## config.mk

```make
export PLATFORM = sky130hd
export DESIGN_NAME = board_cell_reader
export DESIGN_NICKNAME = d
export VERILOG_FILES = /design/src/rtl/board_cell_reader.sv
export SDC_FILE = /design/constraint.sdc
export NUM_CORES = 1
export LEC_CHECK = 0
export BUFFER_PORTS_ARGS = -buffer_cell sky130_fd_sc_hd__buf_2
export CAP_MARGIN = 20
export CELL_PAD_IN_SITES_DETAIL_PLACEMENT = 0
export CELL_PAD_IN_SITES_GLOBAL_PLACEMENT = 1
export CORE_ASPECT_RATIO = 2
export CORE_MARGIN = 5
export CORE_UTILIZATION = 42
export CTS_CLUSTER_SIZE = 20
export DETAILED_ROUTE_END_ITERATION = 6
export PLACE_DENSITY = 0.85
export SYNTH_ARGS = -nofsm -noshare
export SYNTH_HDL_FRONTEND = slang
export SYNTH_SLANG_ARGS = --single-unit
```

## constraint.sdc

```tcl
create_clock -name clk -period 5.11 [get_ports clk]
set_clock_uncertainty 0.2 [all_clocks]
set_input_delay 0.7665 -clock clk [delete_from_list [all_inputs] [get_ports clk]]
set_output_delay 0.7665 -clock clk [all_outputs]
set_load 0.02 [all_outputs]
```

## src/rtl/board_cell_reader.sv

```systemverilog
// Scans a FILAS x COLUMNAS board in row-major order through a registered read port.
// It emits one (fila, columna, estado) beat per cell and reports the occupancy of the board.
// Optional feature: define BOARD_READER_SKIP_EMPTY_EN to suppress the beats for empty cells.
module board_cell_reader #(
    parameter int FILAS    = 5,
    parameter int COLUMNAS = 5,
    parameter int ESTADO_W = 2,
    localparam int FW = $clog2(FILAS),
    localparam int CW = $clog2(COLUMNAS),
    localparam int NW = $clog2(FILAS * COLUMNAS + 1)
) (
    input  logic                clk,
    input  logic                reset,
    input  logic                start,
    output logic                rd_en,
    output logic [FW-1:0]       rd_fila,
    output logic [CW-1:0]       rd_columna,
    input  logic [ESTADO_W-1:0] rd_data,
    output logic                out_valid,
    input  logic                out_ready,
    output logic [FW-1:0]       out_fila,
    output logic [CW-1:0]       out_columna,
    output logic [ESTADO_W-1:0] out_estado,
    output logic                out_last,
    output logic                busy,
    output logic                done,
    output logic [NW-1:0]       occupied_count,
    output logic                board_full
);

    typedef enum logic [2:0] {IDLE, READ, WAIT, SEND, DONE} state_t;

    state_t        state, state_next;
    logic [FW-1:0] fila, fila_adv;
    logic [CW-1:0] columna, columna_adv;
    logic [NW-1:0] count;
    logic          last_q;
    logic          last_cell;
    logic          cell_empty;

    assign last_cell  = (fila == FW'(FILAS - 1)) && (columna == CW'(COLUMNAS - 1));
    assign cell_empty = (rd_data == '0);

    always_comb begin
        fila_adv    = fila;
        columna_adv = columna + CW'(1);
        if (columna == CW'(COLUMNAS - 1)) begin
            columna_adv = '0;
            fila_adv    = fila + FW'(1);
        end
    end

    always_ff @(posedge clk) begin
        if (reset) begin
            state          <= IDLE;
            fila           <= '0;
            columna        <= '0;
            count          <= '0;
            out_fila       <= '0;
            out_columna    <= '0;
            out_estado     <= '0;
            last_q         <= 1'b0;
            occupied_count <= '0;
            board_full     <= 1'b0;
        end else begin
            state <= state_next;
            case (state)
                IDLE: begin
                    if (start) begin
                        fila    <= '0;
                        columna <= '0;
                        count   <= '0;
                    end
                end
                WAIT: begin
                    out_estado  <= rd_data;
                    out_fila    <= fila;
                    out_columna <= columna;
                    last_q      <= last_cell;
                    if (!cell_empty) begin
                        count <= count + NW'(1);
                    end
`ifdef BOARD_READER_SKIP_EMPTY_EN
                    // Skipped cells advance here since they never reach SEND.
                    if (cell_empty && !last_cell) begin
                        fila    <= fila_adv;
                        columna <= columna_adv;
                    end
`endif
                end
                SEND: begin
                    if (out_ready && !last_cell) begin
                        fila    <= fila_adv;
                        columna <= columna_adv;
                    end
                end
                DONE: begin
                    occupied_count <= count;
                    board_full     <= (count == NW'(FILAS * COLUMNAS));
                end
                default: ;
            endcase
        end
    end

    always_comb begin
        state_next = state;
        case (state)
            IDLE: if (start) state_next = READ;
            READ: state_next = WAIT;
            WAIT: begin
                state_next = SEND;
`ifdef BOARD_READER_SKIP_EMPTY_EN
                if (cell_empty) state_next = last_cell ? DONE : READ;
`endif
            end
            SEND: if (out_ready) state_next = last_cell ? DONE : READ;
            DONE: state_next = IDLE;
            default: state_next = IDLE;
        endcase
    end

    assign rd_en      = (state == READ);
    assign rd_fila    = fila;
    assign rd_columna = columna;
    assign out_valid  = (state == SEND);
    assign out_last   = out_valid && last_q;
    assign busy       = (state != IDLE);
    assign done       = (state == DONE);

endmodule

```

==> results.md <==
- Status: finished, final reports clean
- Post-synth cell types: 41
- Final net count: just over 200
- Register area share after synthesis: roughly 40%
- Worst Tran Pin Value: 0.883 ns
- IO buf count: 30
- Row count: 30
- Total Wirelength: ~3600 um
- Worst Setup Start Kind: register
- Clock Power Share: 46.3%
- Max frequency: roughly 390 MHz
- Placer Congestion: 0.782
- Clock transition at the registers of the reported paths: 0.07 ns
- Diode count: 0
- Mapped Cells: approximately 170
- Vias in the first global route: 1240
- CP endpoint kind: output pin
- LEAKAGE: 0.708 nW
- Initial core utilization: 42.9%
- Syn nets: 180
- Pint: 0.000406 W
- HPWL after DPL: 2740 um
- H-tree depth: 2
- CP Class: register to output pin
- Postcts setup bufs: 0
- Critical Path Fanout Max: 21
- Crit-path slowest cell: dfxtp_1
- Fin Setup TNS: 0 ns
- Crit path max-delay family: flip-flops
- I/O Pins: 31
- Core outline area: 3380 um^2
- First-pass GRT wire length: around 5900 um
- P&R area growth vs syn: 18.2%
- Syn Std Cell Area: 1450 um^2
- Worst-skew pair later-pin latency: 0.28 ns
- Arrival @ worst endpoint: between 1.5 and 2 ns
- Commonest non-fill, non-tap cell in the layout: buf_2
- Full die area: 4790 um^2
- Main synth FF type: dfxtp_1
- CP required: 4.14 ns
- Largest net degree at the start of global routing: 32
- Most frequent cells in the layout: buf_2 (31), dfxtp_1 (29), nand2_1 (20)
- Hold_buf cts: 0
- Final Hold Fails: 0
- Yosys reg bits: 29
- DRT antenna net count: 0
- Antenna violations before repair: 0
- Post-synth top area share: 40.1%
- Clock Tree Buf Depth: 2
- Via Count: 1333
- CTS root buf: clkbuf_8
- # fillers: between 300 and 400
- Pwr Total: 0.000531 W
- Flop pwr share: approximately 45%
- Combinational Power Share: 8.8%
- Cts bufs inserted: 5
- Crit-path cells: nand3b_1 -> inv_1 -> and2_1 -> buf_2
- RSZ-0062 raised after global routing: no
- Final slew viol count: 0
- CTS tree: built
- Initial DRT Pass Iterations: 4
- Slew HR: 40.4%
- Layout cells sized above 1: 21.4%
- P_sw: 0.000125 W
- Die width: 51.5 um
- Asr flop ratio synth: 0%
- EDFF count, synth: 0
- Cell accounting for the most synthesized area: dfxtp_1
- Worst vdd ir: between 0.2 and 0.25 mV
- Vias per std cell: between 5 and 6
- WP buf/inv: 2
- Slowest stage delay, CP: 0.66 ns
- Initial DRC count: 41
- Hold Path Class: register to register
- Max-cap viol count: 0
- Endpoints failing setup: 0
- DRC viols: 0
- PwrDens: 310 nW/um^2
- Post-CTS resize count: 0
- Clk sink count: 29
- Total track usage: 16.5%
- Tcrit/Tclk final: 50.4%
- Net Sw Frac: 23.5%
- Syn avg cell area: between 8 and 9 um^2
- Total gr overflow: 0
- Die height: 93.0 um
- Routed WL per cell: 15.8 um
- Final min period: about 2.6 ns
- Area contributors post-synth: dfxtp_1 (40%), ha_1 (5.2%), nand2_1 (5.2%), a21oi_1 (4.8%), mux2i_1 (4.1%)
- Synth warnings: 0
[flip-flops by register name, indices dropped and copies added, names as in the netlist, 2 cells and up]
| register | cells |
|---|---|
| state | 3 |
| out_estado | 2 |
| occupied_count | 5 |
| out_columna | 3 |
| out_fila | 3 |
| rd_fila | 3 |
| count | 5 |
| rd_columna | 3 |
[stage by stage]
step	utilization [%]	instance area [um^2]	hold slack [ns]	cells	worst slack (ns)
global route	50.7	1710	0.279	228	2.37
detailed placement	47.1	1590	0.251	219	2.31
finish	50.7	1710	0.254	228	2.53
floorplan	-	1450	0.232	168	2.99
CTS	50.5	1710	0.260	227	2.00
global placement	47.1	1590	0.243	219	2.40
[worst min-delay path: stages (launching register included)]
cell	delay (ns)
dfxtp_1	0.31
nand2_1	0.05
a21oi_1	0.05
[worst paths after layout]
kind	cells after the start	slack (ns)	start	end
worst max-delay path	4	2.53	state[1]	out_last
worst min-delay path	2	0.25	out_columna[1]	out_columna[1]
worst max register to register	3	2.85	state[1]	rd_fila[2]
worst min register to register	2	0.25	out_columna[1]	out_columna[1]
[logic make-up (layout without fill, tap and decap cells)]
family,Yosys count,count (layout),share of synthesized area [%]
adders and majority gates,6,6,5.19
and+or+nand+nor,75,75,30.0
buffers and inverters,19,47,5.36
DFF,29,29,40.1
AOI/OAI and AO/OA,33,33,15.2
muxes,6,6,4.15
[synth_stat cells, drive strengths merged, types with 4 or more instances]
library cell / number
dfxtp: 29
nand2: 20
inv: 8
nor2: 12
buf: 5
clkbuf: 6
nand4: 4
ha: 6
nand3: 9
mux2i: 6
nor3b: 4
nand4b: 4
o211ai: 5
a21oi: 14
[power by group through the flow]
stage / combinational (W) / sequential (W) / clock (W)
after floorplan: 0.0000377 / 0.000239 / 0
after global placement: 0.0000465 / 0.000243 / 0
after detailed placement: 0.0000471 / 0.000244 / 0
after CTS: 0.0000472 / 0.000238 / 0.000253
after global routing: 0.0000518 / 0.000240 / 0.000263
final: 0.0000466 / 0.000239 / 0.000246
[metal layers]
layer	vias up	routed length (um)	GRT usage, %
met5	-	0	0
li1	664	-	-
met3	8	136	4.15
met2	31	2070	29.7
met1	630	1300	16.6
met4	0	94	8.75
[area by class of cell]
cell class	instances	area (um^2)	share of cell area, %
clock buffers	7	86.3	5.04
clock inverters	1	30.0	1.75
inverters	8	30.0	1.75
multi-input cells	120	790	46.1
flip-flops and latches	29	581	33.9
well taps	32	40.0	2.34
repair buffers	31	155	9.06
Note: power is estimated with default switching activity, not from simulation.
